===== config.mk =====
export PLATFORM = sky130hd
export DESIGN_NAME = bouncing_circle_engine
export DESIGN_NICKNAME = d
export VERILOG_FILES = /design/src/rtl/bouncing_circle_engine.sv
export SDC_FILE = /design/constraint.sdc
export NUM_CORES = 1
export LEC_CHECK = 0
export ABC_AREA = 0
export BUFFER_PORTS_ARGS = -buffer_cell sky130_fd_sc_hd__buf_2
export CORE_MARGIN = 5
export CORE_UTILIZATION = 50
export DETAILED_ROUTE_END_ITERATION = 7
export PLACE_DENSITY_LB_ADDON = 0.25
export SYNTH_ARGS = -nofsm -noshare
export SYNTH_HDL_FRONTEND = slang
export SYNTH_SLANG_ARGS = --single-unit
export TNS_END_PERCENT = 10

===== constraint.sdc =====
create_clock -name clk -period 15.7 [get_ports clk]
set_clock_uncertainty 0.15 [all_clocks]
set_input_delay 1.57 -clock clk [delete_from_list [all_inputs] [get_ports clk]]
set_output_delay 1.57 -clock clk [all_outputs]
set_load 0.01 [all_outputs]

===== src/rtl/bouncing_circle_engine.sv =====
`default_nettype none
// ============================================================================
// Module   : bouncing_circle_engine
// Brief    : Moves a circle once per frame tick in hold, horizontal, vertical
//            or diagonal mode and bounces it off the display edges. Answers
//            per-pixel "inside circle" queries through a 2-stage pipeline.
// Revision : 1.0 - initial release
// ============================================================================
module bouncing_circle_engine #(
    parameter int X_W      = 7,
    parameter int Y_W      = 6,
    parameter int SCREEN_W = 96,
    parameter int SCREEN_H = 64,
    parameter int RADIUS   = 10,
    parameter int STEP     = 1,
    parameter int X0       = 48,
    parameter int Y0       = 32
) (
    input  logic           clk,
    input  logic           rst,
    input  logic           frame_tick,
    input  logic [1:0]     mode,
    input  logic           pixel_valid,
    input  logic [X_W-1:0] x,
    input  logic [Y_W-1:0] y,
    output logic           hit,
    output logic           hit_valid,
    output logic [X_W-1:0] circle_x,
    output logic [Y_W-1:0] circle_y,
    output logic           bounce_x,
    output logic           bounce_y
);

    // Motion limits and step, one bit wider than the coordinate so that
    // pos+STEP and MIN+STEP never wrap.
    localparam logic [X_W:0] c_X_MIN  = (X_W+1)'(RADIUS);
    localparam logic [X_W:0] c_X_MAX  = (X_W+1)'(SCREEN_W - 1 - RADIUS);
    localparam logic [X_W:0] c_X_STEP = (X_W+1)'(STEP);
    localparam logic [X_W:0] c_X_LOW  = c_X_MIN + c_X_STEP;
    localparam logic [Y_W:0] c_Y_MIN  = (Y_W+1)'(RADIUS);
    localparam logic [Y_W:0] c_Y_MAX  = (Y_W+1)'(SCREEN_H - 1 - RADIUS);
    localparam logic [Y_W:0] c_Y_STEP = (Y_W+1)'(STEP);
    localparam logic [Y_W:0] c_Y_LOW  = c_Y_MIN + c_Y_STEP;

    // Squared-distance sum width and the squared radius threshold.
    localparam int               c_SUM_W = 2 * (X_W + 1) + 1;
    localparam logic [c_SUM_W-1:0] c_R2  = c_SUM_W'(RADIUS * RADIUS);

    // Centre position, direction (0 = increasing) and bounce pulses
    logic [X_W-1:0] r_cx;
    logic [Y_W-1:0] r_cy;
    logic           r_dir_x;
    logic           r_dir_y;
    logic           r_bx;
    logic           r_by;

    // Next-state motion values
    logic [X_W:0]   w_x_ext;
    logic [X_W:0]   w_x_inc;
    logic [Y_W:0]   w_y_ext;
    logic [Y_W:0]   w_y_inc;
    logic [X_W-1:0] w_nx;
    logic [Y_W-1:0] w_ny;
    logic           w_ndx;
    logic           w_ndy;
    logic           w_nbx;
    logic           w_nby;

    // Hit pipeline
    logic signed [X_W:0] w_dx_s;
    logic signed [Y_W:0] w_dy_s;
    logic [X_W:0]        w_dx_abs;
    logic [Y_W:0]        w_dy_abs;
    logic [X_W:0]        r_dx;
    logic [Y_W:0]        r_dy;
    logic                r_v1;
    logic [c_SUM_W-1:0]  w_dx_sq;
    logic [c_SUM_W-1:0]  w_dy_sq;
    logic [c_SUM_W-1:0]  w_sum;
    logic                r_hit;
    logic                r_hv;

    assign w_x_ext = {1'b0, r_cx};
    assign w_x_inc = w_x_ext + c_X_STEP;
    assign w_y_ext = {1'b0, r_cy};
    assign w_y_inc = w_y_ext + c_Y_STEP;

    // Next position/direction for each enabled axis on a frame tick
    always_comb begin
        w_nx  = r_cx;
        w_ny  = r_cy;
        w_ndx = r_dir_x;
        w_ndy = r_dir_y;
        w_nbx = 1'b0;
        w_nby = 1'b0;
        if (frame_tick && mode[0]) begin
            if (!r_dir_x) begin
                if (w_x_inc >= c_X_MAX) begin
                    w_nx  = c_X_MAX[X_W-1:0];
                    w_ndx = 1'b1;
                    w_nbx = 1'b1;
                end else begin
                    w_nx  = w_x_inc[X_W-1:0];
                end
            end else begin
                if (w_x_ext <= c_X_LOW) begin
                    w_nx  = c_X_MIN[X_W-1:0];
                    w_ndx = 1'b0;
                    w_nbx = 1'b1;
                end else begin
                    w_nx  = r_cx - c_X_STEP[X_W-1:0];
                end
            end
        end
        if (frame_tick && mode[1]) begin
            if (!r_dir_y) begin
                if (w_y_inc >= c_Y_MAX) begin
                    w_ny  = c_Y_MAX[Y_W-1:0];
                    w_ndy = 1'b1;
                    w_nby = 1'b1;
                end else begin
                    w_ny  = w_y_inc[Y_W-1:0];
                end
            end else begin
                if (w_y_ext <= c_Y_LOW) begin
                    w_ny  = c_Y_MIN[Y_W-1:0];
                    w_ndy = 1'b0;
                    w_nby = 1'b1;
                end else begin
                    w_ny  = r_cy - c_Y_STEP[Y_W-1:0];
                end
            end
        end
    end

    // Centre, direction and one-cycle bounce pulse registers
    always_ff @(posedge clk or posedge rst) begin
        if (rst) begin
            r_cx    <= X_W'(X0);
            r_cy    <= Y_W'(Y0);
            r_dir_x <= 1'b0;
            r_dir_y <= 1'b0;
            r_bx    <= 1'b0;
            r_by    <= 1'b0;
        end else begin
            r_cx    <= w_nx;
            r_cy    <= w_ny;
            r_dir_x <= w_ndx;
            r_dir_y <= w_ndy;
            r_bx    <= w_nbx;
            r_by    <= w_nby;
        end
    end

    // Stage-1 distances use the centre as it stands before any same-cycle move
    assign w_dx_s   = $signed({1'b0, x}) - $signed({1'b0, r_cx});
    assign w_dy_s   = $signed({1'b0, y}) - $signed({1'b0, r_cy});
    assign w_dx_abs = w_dx_s[X_W] ? $unsigned(-w_dx_s) : $unsigned(w_dx_s);
    assign w_dy_abs = w_dy_s[Y_W] ? $unsigned(-w_dy_s) : $unsigned(w_dy_s);

    // Stage 1: absolute axis distances plus valid
    always_ff @(posedge clk or posedge rst) begin
        if (rst) begin
            r_v1 <= 1'b0;
            r_dx <= '0;
            r_dy <= '0;
        end else begin
            r_v1 <= pixel_valid;
            r_dx <= w_dx_abs;
            r_dy <= w_dy_abs;
        end
    end

    assign w_dx_sq = c_SUM_W'(r_dx) * c_SUM_W'(r_dx);
    assign w_dy_sq = c_SUM_W'(r_dy) * c_SUM_W'(r_dy);
    assign w_sum   = w_dx_sq + w_dy_sq;

    // Stage 2: radius comparison, forced low when the query is not valid
    always_ff @(posedge clk or posedge rst) begin
        if (rst) begin
            r_hit <= 1'b0;
            r_hv  <= 1'b0;
        end else begin
            r_hit <= r_v1 && (w_sum <= c_R2);
            r_hv  <= r_v1;
        end
    end

    assign hit       = r_hit;
    assign hit_valid = r_hv;
    assign circle_x  = r_cx;
    assign circle_y  = r_cy;
    assign bounce_x  = r_bx;
    assign bounce_y  = r_by;

endmodule
`default_nettype wire


==> results.toml, run 1 <==
[outcome]
status = "finished, final reports clean"

[critical_path]
required_ps = 15750
slowest_delay_ps = 550
startpoint_type = "register"
critical_path.slowest_cell = "fa_1"
r2r_slack_ps = 9600
critPathKind = "reg -> reg"
endpoint_kind = "register"
critPathBufInv = 4
crit_arrival_ps = 6150
path_cells = "and2_1 > fa_1 > inv_1 > fa_1 > fa_1 > inv_1 > fa_1 > fa_1 > inv_1 > fa_1 > inv_1 > ha_1 > a21o_1 > a221oi_2 > nand3b_1 > a21bo_1 > o31ai_4 > xnor2_1 > nor4_2"
crit_path_frequent_cell = "fa_1"
crit_family = "adder cells"
path_max_fanout = 9

[synthesis]
synthArstFlopShare_pct = 100
yosys-top-cells-area = "fa_1 23%, ha_1 17%, dfrtp_1 15%"
synth_xor_area_share_pct = 4.76
synth_edf_count = 0
synth_seq_area_share_pct = 15.9
synth-compound-area-share_pct = 14.5
synth_fa_ha_area_share_pct = 39.1
synthCells = 620
synthesis.area_um2 = 5520
yosysTopAreaCell = "fa_1"
synth_fp_nets = 774
synth.avg_cell_area_um2 = 8.90
ys_types = 62
synthSimpleGateAreaFrac_pct = 15.7
synth_top_family_by_area = "adder cells"
ys_seq_elements = 35
synthFlopType = "dfrtp_1"
yosysWarnings = 0
synthMuxAreaShare_pct = 0.975
yosysTopAreaCellShare_pct = 22.5

[sta]
rsz0062_at_grt = "no"
setup_viol = 0
layout_min_cycle_time_ps = 6100
tns_ps = 0
timing_max_transition_violations_final = 0
fin_crit_sh_pct = 38.8
worst_slew_pin_slew_ps = 607
relSlewSlack_pct = 59.2
hold_viol = 0
fmax_ghz = 0.164

[finish]
area_delta_synth_final_pct = 6.60
diodes = 0
final-seq-area_um2 = 880
finalNetCount = 798
drive_gt1_share_pct = 8.84
multi_input_area_um2 = 4140
fillCellCount = 983

[global_route]
grt_use_met2_pct = 31.0
grt_overflow = 0
grt.met1_usage_pct = 25.3
use_met3_pct = 1.79
first_global_vias = 4329
grt_start_max_net_pins = 36
grt_use_total_pct = 18.2
top_usage_layer = "met2"
antenna_found_initial = 0
grt_first_pass_wirelength_um = 19800

[clock_tree]
htreeDepth = 2
cts_buffer_depth = 2
clkLatencyLatePin_ps = 290
cts_resized = 0
cts_sinks = 35
cts-root-buf = "clkbuf_8"
cts_hold_buffers = 0
numCtsBuffers = 5
cts_tree = "done"
postCtsSetupBuffers = 0
clk_pin_slew_ps = 80

[die]
fp.dieArea_um2 = 13200
ios = 36
die_x_um = 115
start_util_pct = 50.9
die_height_um = 115
num_rows = 38
core-area_um2 = 10800

[placement]
hpwlAfterDp_um = 9520
gp_congestion = 0.893
io_buffer_count = 35

[worst_hold_path]
hold_class = "reg -> reg"

[routing]
routedWlPerCell_um = 14.4
vias = 4260
drtIter0Drc = 257
via_per_inst = 5.43
wl_um = 11300
drc = 0
antenna_left = 0
firstDrtPassIters = 5

[job]
max_cap_violations = 0
-- synth_stat cells, drive strengths merged (3+ instances only) --
master and count:
o21a 3, fa 62, dfrtp 32, o22ai 5
nor3 10, nand4 3, clkbuf 17, a211oi 3
nand2b 9, nor4 5, a311oi 3, ha 73
o211ai 3, mux2 3, nor2b 8, nor2 24
and2 39, inv 112, a31oi 7, a21o 11
o21ai 26, and3 6, xnor2 26, o31ai 6
nand3 17, a21oi 26, o31a 4, xor2 4
dfstp 3, nand2 38
-- flip-flops by register name (all words and copies together), names as in the netlist, 6 cells and up --
signal    flops
r_dx          8
circle_x      7
r_dy          7
circle_y      6
-- cells by family (layout without fill, tap and decap cells) --
kind of cell	Yosys count	after routing
and+or+nand+nor	166	166
DFF	35	35
muxes	5	5
xor gates and xnor gates	30	30
AOI/OAI and AO/OA	118	118
adders and majority gates	135	135
buffers and inverters	131	156
-- cell usage in the layout (no fill, tap or decap), drive strengths merged, types with 9 or more instances in the layout --
| cell | n |
|---|---|
| xnor2 | 26 |
| nand3 | 17 |
| a21oi | 26 |
| ha | 73 |
| nor3 | 10 |
| o21ai | 26 |
| nand2b | 9 |
| inv | 112 |
| nand2 | 38 |
| buf | 36 |
| nor2 | 24 |
| dfrtp | 32 |
| and2 | 39 |
| fa | 62 |
| a21o | 11 |
-- cell type report --
class                   instances  area share, %
flip-flops and latches         35           15.0
clock buffers                   6           1.23
well taps                     140           2.98
multi-input cells             454           70.4
clock inverters                 2          0.213
repair buffers                 36           3.11
inverters                     112           7.15
-- metal layers --
metal | routed length, um | part of all wire [%]
met2 | 5650 | 50
met3 | 315 | 2.8
met5 | 0 | 0
met4 | 159 | 1.4
met1 | 5210 | 46
-- stage by stage --
| step | instances | hold slack [ps] | util (%) | area (um2) | setup WS [ps] |
|---|---|---|---|---|---|
| after floorplan | 620 | 203 | - | 5520 | 9890 |
| after global placement | 777 | 244 | 53.5 | 5790 | 9740 |
| after detailed placement | 777 | 247 | 53.5 | 5790 | 9600 |
| after CTS | 785 | 268 | 54.2 | 5880 | 9590 |
| after global routing | 785 | 295 | 54.2 | 5880 | 9320 |
| final | 785 | 272 | 54.2 | 5880 | 9600 |
-- final timing paths --
| kind | start | to | cells past startpoint |
|---|---|---|---|
| max | r_dx[2] | hit | 19 |
| max in group asynchronous | rst | circle_x[5] | 3 |
| min in group asynchronous | rst | bounce_x | 3 |
| min reg2reg | r_v1 | hit_valid | 0 |
| min | r_v1 | hit_valid | 0 |
| max reg2reg | r_dx[2] | hit | 19 |
Power of run 1 is left out: the tool's default activity adds up to more than one toggle a clock period on the data nets, which glitch-free logic cannot reach.
==> run 2: changes to the inputs <==
==> constraint.sdc (replaced) <==
create_clock -name clk -period 5.11 [get_ports clk]
set_clock_uncertainty 0.15 [all_clocks]
set_input_delay 0.511 -clock clk [delete_from_list [all_inputs] [get_ports clk]]
set_output_delay 0.511 -clock clk [all_outputs]
set_load 0.01 [all_outputs]
==> run 2 against run 1 <==
  * The flow now finishes with violations (negative setup slack)
  * Critical path depth is the same
  * Core utilization grew 4.6 points
  * Maximum frequency grew 5.9%
  * First-iteration DRC count shrank 19%
  * Cell area grew 8.4%
  * Cell count grew 6.5%
  * Worst setup slack lost 10000 ps
==> results.toml, run 2 (synthesis results as in run 1) <==
[outcome]
status = "complete, but fails checks"
violations = "negative setup slack"

[clock_tree]
cts_sinks = 35
cts-root-buf = "clkbuf_8"
numCtsBuffers = 5
cts_buffer_depth = 2
cts_hold_buffers = 0
htreeDepth = 2
clkLatencyLatePin_ps = 290
cts_tree = "done"
clk_pin_slew_ps = 80

[critical_path]
startpoint_type = "register"
critPathBufInv = 4
critical_path.slowest_cell = "fa_1"
path_max_fanout = 8
crit_family = "adder cells"
slowest_delay_ps = 570
crit_arrival_ps = 5800
path_cells = "and2_4 > fa_1 > inv_2 > fa_2 > inv_1 > fa_1 > fa_2 > inv_1 > fa_2 > fa_1 > inv_2 > ha_4 > a21o_1 > a221oi_4 > nand3b_1 > a21bo_1 > o31ai_4 > xnor2_1 > nor4_2"
required_ps = 5150
critPathKind = "reg -> reg"
endpoint_kind = "register"

[finish]
area_delta_synth_final_pct = 15.6
drive_gt1_share_pct = 18.4
fillCellCount = 955
final_common_cell = "inv_1"
multi_input_area_um2 = 4240
diodes = 0
finalNetCount = 849
final_util_pct = 58.8
layout_common_cells = "108 x inv_1, 70 x ha_1, 59 x fa_1"
largest_reg_flops = 8
final_cells = 836
final-seq-area_um2 = 883
regMostFlops = "r_dx"

[sta]
rsz0062_at_grt = "yes"
relSlewSlack_pct = 55.1
fin_crit_sh_pct = 113
hold_viol = 0
layout_min_cycle_time_ps = 5760
fmax_ghz = 0.174
setup_viol = 1
timing_max_transition_violations_final = 0
holdWs_ps = 155
worst_slew_pin_slew_ps = 668
finalWorstSetupSlack_ps = -650

[global_route]
grt_first_pass_wirelength_um = 21100
grt_overflow = 0
grt.met1_usage_pct = 26.0
antenna_found_initial = 0
use_met3_pct = 2.26
grt_use_met2_pct = 34.3
first_global_vias = 4562
top_usage_layer = "met2"
grt_use_total_pct = 19.5
grt_start_max_net_pins = 36

[placement]
io_buffer_count = 35
dpl_worst_slack_ps = -774
hpwlAfterDp_um = 10100
gp_congestion = 0.913
post-place-cells = 820

[routing]
firstDrtPassIters = 5
routedWlPerCell_um = 14.3
drc = 0
vias = 4486
antenna_left = 0
wl_um = 11900
drtIter0Drc = 209
via_per_inst = 5.37

[worst_hold_path]
hold_class = "in -> async"

[die]
ios = 36
start_util_pct = 50.9
die_x_um = 115
fp.dieArea_um2 = 13200
die_height_um = 115
num_rows = 38
core-area_um2 = 10800

[job]
max_cap_violations = 0
run 2: metrics by stage:
stage,instance area (um2),TNS [ps]
final,6370,-650
after CTS,6350,-630
after global routing,6370,-823
after floorplan,5560,-500
after global placement,6160,-593
after detailed placement,6160,-774
run 2: area by class of cell:
cell class                      instances  share of cell area, %
Multi-Input combinational cell        454                   66.5
Tap cell                              140                   2.75
Clock inverter                          2                  0.196
Timing Repair Buffer                   87                   8.99
Clock buffer                            6                   1.14
Sequential cell                        35                   13.9
Inverter                              112                   6.59
run 2: what timing repair did:
| action | in CTS | in global routing |
|---|---|---|
| gates cloned | 0 | 0 |
| endpoints found under the setup margin | 1 | 1 |
| hold endpoints to repair | 0 | 0 |
| setup buffers | 6 | 2 |
| gates resized for setup | 9 | 3 |
| pin swaps | 14 | 5 |
run 2: layer usage:
metal	share of wire, %	vias up
met5	0	-
met4	1.0	0
met3	2.7	10
met2	51	73
met1	45	2191
li1	-	2212
run 2: final timing paths:
| check | depth (start not counted) | start | endpoint | slack [ps] |
|---|---|---|---|---|
| setup / recovery | 19 | r_dx[0] | hit | -650 |
| hold / removal | 3 | rst | bounce_y | 150 |
| setup reg to reg | 19 | r_dx[0] | hit | -650 |
| hold reg to reg | 0 | r_v1 | hit_valid | 240 |
| max in group asynchronous | 3 | rst | r_dx[5] | 4290 |
| min in group clk | 1 | pixel_valid | r_v1 | 160 |
run 2: worst reg2reg max path, stage by stage (launching register included):
cell and delay (ps):
dfrtp_1 400, and2_4 170, fa_1 560, inv_2 60, fa_2 550, inv_1 50, fa_1 460, fa_2 530
inv_1 50, fa_2 340, fa_1 570, inv_2 50, ha_4 240, a21o_1 200, a221oi_4 280, nand3b_1 150
a21bo_1 250, o31ai_4 180, xnor2_1 100, nor4_2 320
Power of run 2 is left out for the same reason.
